`src/rtl/xswitch_egress_buffer.sv`:
```
// Per-output-port egress receiver for the xswitch crossbar: acknowledges switch words,
// drops misaddressed ones, and buffers the rest in a first-word-fall-through FIFO.
module xswitch_egress_buffer #(
    parameter int unsigned DATA_W  = 8,
    parameter int unsigned ADDR_W  = 8,
    parameter int unsigned DEPTH   = 4,
    parameter int unsigned PORT_ID = 0
) (
    input  logic                     clk,
    input  logic                     reset,
    input  logic                     valid_out,
    input  logic [DATA_W-1:0]        data_out,
    input  logic [ADDR_W-1:0]        addr_out,
    output logic                     rcv_rdy,
    output logic                     data_rd,
    output logic                     pkt_valid,
    output logic [DATA_W-1:0]        pkt_data,
    output logic [ADDR_W-1:0]        pkt_addr,
    input  logic                     pkt_ready,
    input  logic                     flush,
    output logic [$clog2(DEPTH):0]   count,
    output logic [7:0]               misroute_cnt
);

    localparam int unsigned PTR_W = $clog2(DEPTH);
    localparam int unsigned CNT_W = PTR_W + 1;

    typedef enum logic {
        ST_RUN,
        ST_FLUSH
    } state_e;

    state_e              state_q, state_d;
    logic                clear_c;
    logic                accept_c;
    logic                push_c;
    logic                pop_c;

    logic [CNT_W-1:0]    count_q, count_d;
    logic [PTR_W-1:0]    wr_ptr_q, wr_ptr_d;
    logic [PTR_W-1:0]    rd_ptr_q, rd_ptr_d;
    logic                rcv_rdy_q, rcv_rdy_d;
    logic                data_rd_q, data_rd_d;
    logic [7:0]          misroute_q, misroute_d;
    logic [DATA_W-1:0]   data_mem_q [DEPTH];
    logic [DATA_W-1:0]   data_mem_d [DEPTH];
    logic [ADDR_W-1:0]   addr_mem_q [DEPTH];
    logic [ADDR_W-1:0]   addr_mem_d [DEPTH];

    // Control FSM: any cycle with flush high clears the FIFO and blocks accepts
    always_comb begin
        state_d = state_q;
        clear_c = 1'b0;
        case (state_q)
            ST_RUN: begin
                if (flush) begin
                    state_d = ST_FLUSH;
                    clear_c = 1'b1;
                end
            end
            ST_FLUSH: begin
                if (flush) begin
                    clear_c = 1'b1;
                end else begin
                    state_d = ST_RUN;
                end
            end
            default: state_d = ST_RUN;
        endcase
    end

    // Datapath next-state: accept/ack, address filter, FIFO pointers and occupancy
    always_comb begin
        accept_c   = valid_out && rcv_rdy_q && !clear_c;
        push_c     = accept_c && (addr_out == ADDR_W'(PORT_ID));
        pop_c      = (count_q != '0) && pkt_ready && !clear_c;

        data_mem_d = data_mem_q;
        addr_mem_d = addr_mem_q;
        misroute_d = misroute_q;

        if (clear_c) begin
            count_d  = '0;
            wr_ptr_d = '0;
            rd_ptr_d = '0;
        end else begin
            count_d  = count_q + CNT_W'(push_c) - CNT_W'(pop_c);
            wr_ptr_d = wr_ptr_q + PTR_W'(push_c);
            rd_ptr_d = rd_ptr_q + PTR_W'(pop_c);
        end

        if (push_c) begin
            data_mem_d[wr_ptr_q] = data_out;
            addr_mem_d[wr_ptr_q] = addr_out;
        end

        if (accept_c && !push_c && (misroute_q != 8'hFF)) begin
            misroute_d = misroute_q + 8'd1;
        end

        data_rd_d = accept_c;
        // Registered from next occupancy so a full FIFO is never offered a word
        rcv_rdy_d = (count_d < CNT_W'(DEPTH)) && !flush;
    end

    always_ff @(posedge clk) begin
        if (reset) begin
            state_q    <= ST_RUN;
            count_q    <= '0;
            wr_ptr_q   <= '0;
            rd_ptr_q   <= '0;
            rcv_rdy_q  <= 1'b0;
            data_rd_q  <= 1'b0;
            misroute_q <= '0;
            data_mem_q <= '{default: '0};
            addr_mem_q <= '{default: '0};
        end else begin
            state_q    <= state_d;
            count_q    <= count_d;
            wr_ptr_q   <= wr_ptr_d;
            rd_ptr_q   <= rd_ptr_d;
            rcv_rdy_q  <= rcv_rdy_d;
            data_rd_q  <= data_rd_d;
            misroute_q <= misroute_d;
            data_mem_q <= data_mem_d;
            addr_mem_q <= addr_mem_d;
        end
    end

    assign rcv_rdy      = rcv_rdy_q;
    assign data_rd      = data_rd_q;
    assign pkt_valid    = (count_q != '0);
    assign pkt_data     = data_mem_q[rd_ptr_q];
    assign pkt_addr     = addr_mem_q[rd_ptr_q];
    assign count        = count_q;
    assign misroute_cnt = misroute_q;

endmodule

```
`config.mk`:
```
export PLATFORM = sky130hd
export DESIGN_NAME = xswitch_egress_buffer
export DESIGN_NICKNAME = d
export VERILOG_FILES = /design/src/rtl/xswitch_egress_buffer.sv
export SDC_FILE = /design/constraint.sdc
export NUM_CORES = 1
export LEC_CHECK = 0
export ABC_AREA = 1
export CAP_MARGIN = 20
export CORE_MARGIN = 5
export CORE_UTILIZATION = 54
export CTS_CLUSTER_SIZE = 12
export DETAILED_ROUTE_END_ITERATION = 6
export GPL_TIMING_DRIVEN = 0
export PLACE_DENSITY_LB_ADDON = 0.25
export SLEW_MARGIN = 15
export SYNTH_ARGS = -nofsm -noshare
export SYNTH_HDL_FRONTEND = slang
export SYNTH_SLANG_ARGS = --single-unit
export TNS_END_PERCENT = 10
```
`constraint.sdc`:
```
create_clock -name clk -period 3.1 [get_ports clk]
set_input_delay 0.62 -clock clk [delete_from_list [all_inputs] [get_ports clk]]
set_output_delay 0.62 -clock clk [all_outputs]
set_load 0.1 [all_outputs]
```
Word level (Yosys, flattened, before mapping)
Index checks and enable logic that the tools add are counted.

Register bits: 81. Input port bits: 21. Output and inout port bits: 30. Logic and storage cells: 53.

Add/subtract/negate cells: 5. Magnitude comparators: 4. Equal/unequal tests: 1. Mux-type cells: 12. Bitwise logic cells: 2. Reductions and logical operators: 15.

Operators by type and width (count): 32-bit bitwise mux (2); 8-bit two-way mux (5); 8-bit binary-select mux with 2-bit select (2); 8-bit demux with 2-bit select (1); 1-bit logical AND (9); 8-bit by 1-bit adder with 8-bit output (second input constant) (1); 8-bit zero test (1); 8-bit inequality test (second input constant) (1); 3-bit greater-or-equal comparator (second input constant) (2); 2-bit NOT with 3-bit output (2); 2-bit by 1-bit adder with 2-bit output (2); 3-bit by 1-bit adder with 3-bit output (1); 1-bit zero test (3); 3-bit by 1-bit less-than comparator with 1-bit output (second input constant) (1); 3-bit less-than comparator (second input constant) (1); 3-bit two-way mux (1); 3-bit nonzero test (1); 3-bit by 1-bit subtractor with 3-bit output (1); 2-bit OR reduction (1); 1-bit two-way mux (1).

Depth between registers and ports, before layout
Word-level depth: 9. Mapped depth: 13. Gate-level depth less buffers: 13.

Worst setup path before layout
No wires, ideal clock.

Path kind: register -> register. Start point: register count_q[1] (netlist: count[1]). End point: register count_q[2] (netlist: count[2]). Library setup time: 0.121 ns. Arrival: 3.064 ns. Data required time: 2.979 ns. Path slack: -0.085 ns. Cell stages (with the launch flop): 12. Buffers on the path: 0. Period minus slack after synthesis: 3.185 ns. Cell sequence: dfxtp_1 > nor2_1 > nand2_1 > nand2_1 > nand2_1 > nand2_1 > ha_1 > fa_1 > xor2_1 > xor2_1 > inv_1 > nor2_1.

Longest elaborated chain between the ends: 5. Elaborated cells between the ends (all ways): 6. Classes of those cells: add/sub (2); mux (1); reduce/logical (3).

Ends and longest elaborated chain: start: declaration (RTL line 39) `logic [CNT_W-1:0] count_q, count_d;`; start signal: assignment (RTL line 119) `count_q <= count_d;`; 3-bit nonzero test; named net pkt_valid (RTL line 16) `output logic pkt_valid,`; 1-bit logical AND (2 in a row) (RTL line 76) `pop_c = (count_q != '0) && pkt_ready && !clear_c;`; 3-bit by 1-bit subtractor with 3-bit output (RTL line 87) `count_d = count_q + CNT_W'(push_c) - CNT_W'(pop_c);`; 3-bit two-way mux (RTL line 82) `if (clear_c) begin`.

The timed path passes the listed nets, and every way through them passes these cells. A chain may end at the register's enable or synchronous reset.

Final worst setup path
Start point: register rd_ptr_q[0]. End point: output pkt_data[7].

Longest elaborated chain between the ends: 4.

Ends and longest elaborated chain: start: declaration (RTL line 41) `logic [PTR_W-1:0] rd_ptr_q, rd_ptr_d;`; start signal: assignment (RTL line 121) `rd_ptr_q <= rd_ptr_d;`; 2-bit NOT with 3-bit output (implied by the code) (RTL line 133) `assign pkt_data = data_mem_q[rd_ptr_q];`; 8-bit binary-select mux with 2-bit select (RTL line 133); 8-bit two-way mux (implied by the code) (2 in a row) (RTL line 133); end: declaration (RTL line 17) `output logic [DATA_W-1:0] pkt_data,`.

Every way passes these cells. The select of a mux whose other input is x is not followed.

==> results.py <==
metrics = {
    "logic_synthesis": {
        "ys_ff_latch": 81,
        "ys_top_cells_by_area": "dfxtp_1 44%, nor2_1 15%, nand2_1 13%",
        "syn_area_um2": 3710,
        "synth_top_cell_by_area": "dfxtp_1",
        "yosys_warnings": 0,
        "synth_nets": 569,
        "yosysSeqAreaShare_pct": 43.71,
        "synth_top_area_share_pct": 43.71,
        "syn_avg_cell_area_um2": 6.820,
        "ys_types": 24,
        "synthCells": 544,
    },
    "power_and_ir_drop": {
        "pwr-share-clk_pct": 47.5,
        "peakVddDrop_mv": 0.3588,
        "seqPwrFrac_pct": 47.7,
        "cellPowerDensity_nw_per_um2": 479.4,
        "switching_share_pct": 22.28,
        "p_sw_mw": 0.4896,
        "p_leak_nw": 2.149,
        "p_comb_share_pct": 4.8,
        "p_int_mw": 1.708,
    },
    "critical_path": {
        "required_ps": 2480,
        "critPathKind": "reg -> out",
        "cpPeakStageDelay_ps": 590,
        "path_max_fanout": 10,
        "critPathBufInv": 4,
        "cp_slowest_cell": "clkdlybuf4s15_2",
        "cp_common_cell": "a21oi_1",
        "worst_ep_arrival_time_ps": 2340,
        "path_cells": "buf_2 > inv_1 > clkbuf_1 > a21oi_1 > a21oi_1 > clkdlybuf4s15_2",
        "startpoint_type": "flip-flop",
        "critPathTopFamily": "buffers and inverters",
        "crit_path_end_kind": "primary output",
    },
    "die": {
        "core_area_um2": 6756,
        "fp.dieW_um": 92.89,
        "rows": 30,
        "start_util_pct": 54.91,
        "die_h_um": 92.89,
        "dieArea_um2": 8628,
        "pin_count": 51,
    },
    "sta": {
        "hold_violations": 0,
        "setup-violations-final": 0,
        "fmax_ghz": 0.3373,
        "slew-limit-headroom_pct": 34.82,
        "fin_worst_skew_ps": 7.979,
        "worst_slew_pin_slew_ps": 974.6,
        "setup_ws_ps": 135.2,
        "rsz0062_at_grt": "no",
        "period_needed_ps": 2965,
        "slew_violations": 0,
        "period_share_pct": 95.64,
    },
    "global_route": {
        "grt_pass1_vias": 3252,
        "grt_max_degree": 16,
        "track_usage_pct": 21.30,
        "grt_first_pass_wirelength_mm": 14.69,
        "antenna_found_initial": 0,
        "grt-ovfl-total": 0,
    },
    "layout": {
        "fillers": 588,
        "drive_gt1_share_pct": 12.64,
        "layout.cells.most_common_list": "145 x nor2_1, 127 x nand2_1, 81 x dfxtp_1",
        "area_growth_pct": 23.54,
        "layout_commonest_cell": "nor2_1",
        "diodes": 0,
        "nets": 629,
        "utilization_pct": 67.83,
    },
    "routing": {
        "drt_first_iter_violations": 171,
        "drcViolationCount": 0,
        "ant_nets": 0,
        "drt-vias-per-instance": 5.015,
        "routed_wl_mm": 8.847,
        "firstDrtPassIters": 5,
        "vias": 3455,
        "routedWlPerCell_um": 12.84,
    },
    "worst_hold_path": {
        "hp-class": "reg -> reg",
    },
    "clock_network": {
        "holdBufCountCts": 0,
        "clk_pin_slew_worst_paths_ps": 90,
        "cts_tree": "done",
        "ctsRootBufferMaster": "clkbuf_8",
        "post_cts_buffers": 0,
        "cts_buffer_depth": 2,
        "clkSinkCount": 81,
        "cts_made_buffers": 9,
        "clock_latency_ps": 360,
        "htree_levels": 3,
    },
    "placed_design": {
        "gp_congestion": 0.8286,
        "port_buffers": 49,
        "dp_slack_ps": -39.17,
        "dp.final_hpwl_mm": 6.169,
    },
    "status": {
        "outcome": "finished clean",
    },
    "job": {
        "maxCapViolations": 0,
    },
}
==> flip-flops by register name, summed over array words and instances (netlist names) <==
register and cells:
count 3, data_rd 1, addr_mem_q 32, misroute_cnt 8, wr_ptr_q 2, rd_ptr_q 2
rcv_rdy 1, data_mem_q 32
==> area by class of cell <==
cell class | count | area (um^2) | share of cell area [%]
Multi-Input combinational cell | 378 | 1728 | 37.70
Timing Repair Buffer | 49 | 498.0 | 10.87
Buffer | 26 | 141.4 | 3.085
Clock inverter | 7 | 148.9 | 3.249
Inverter | 59 | 221.5 | 4.832
Sequential cell | 81 | 1622 | 35.38
Clock buffer | 9 | 123.9 | 2.703
Tap cell | 80 | 100.1 | 2.184
==> cell families (layout without fill, tap and decap cells) <==
logic type | count (synthesis) | in the layout | share of synthesized area (%)
compound gates | 60 | 60 | 8.364
xor+xnor | 5 | 5 | 1.180
fa+ha+maj | 4 | 4 | 1.552
buf+inv | 85 | 150 | 9.781
flops | 81 | 81 | 43.71
simple gates | 309 | 309 | 35.41
==> power by group through the flow <==
stage               registers (mW)  logic (mW)  clock network, mW
finish                        1.05       0.106               1.04
CTS                           1.05       0.107               1.05
global placement              1.07       0.105                  0
detailed placement            1.07       0.106                  0
global route                  1.05       0.113               1.10
floorplan                     1.10      0.0312                  0
==> tightest hold or removal path: stages, from the launching register on <==
cell and delay (ps):
dfxtp_1 320, nand2_1 60, nor2_1 30
==> per-stage QoR <==
step | total power, mW | area [um^2] | TNS (ps) | hold slack (ps) | instances
after global placement | 1.177 | 4303 | -18.64 | 423.0 | 673
after CTS | 2.206 | 4594 | -106.6 | 441.0 | 689
final | 2.197 | 4583 | 0 | 438.8 | 689
after global routing | 2.260 | 4583 | 0 | 454.3 | 689
after detailed placement | 1.178 | 4303 | -39.17 | 426.1 | 673
after floorplan | 1.129 | 3712 | 0 | 414.8 | 544
==> synthesized netlist by cell type, drive strengths merged <==
cell	instances
ha	3
nand3	10
o21ai	26
xor2	4
nand3b	2
nand2	146
o22ai	8
clkbuf	12
dfxtp	81
a21oi	26
inv	59
xnor2	1
nand4	3
nor2	148
buf	14
fa	1
==> per-layer routing <==
metal  up-vias  track usage, %  part of all wire [%]
li1       1774               -                     -
met1      1574           26.64                    46
met2        85           35.51                    48
met3        22           3.981                   4.5
met4         0           9.646                   2.5
met5         -               0                     0
==> timing repair <==
action	CTS	global route
endpoints found under the setup margin	16	2
gates cloned	0	0
hold endpoints to repair	0	0
resized for setup	47	3
==> final timing paths <==
| kind | from | to | slack [ps] | cells after the start |
|---|---|---|---|---|
| worst max-delay path | rd_ptr_q[0]$_SDFF_PP0_ | pkt_data[7] | 140 | 6 |
| worst min-delay path | addr_mem_q[14]$_SDFFE_PP0P_ | addr_mem_q[14]$_SDFFE_PP0P_ | 440 | 2 |
| worst min register to register | addr_mem_q[14]$_SDFFE_PP0P_ | addr_mem_q[14]$_SDFFE_PP0P_ | 440 | 2 |
| worst max register to register | rcv_rdy$_SDFF_PP0_ | count[2]$_SDFF_PP0_ | 920 | 11 |
Note: power is estimated with default switching activity, not from simulation.
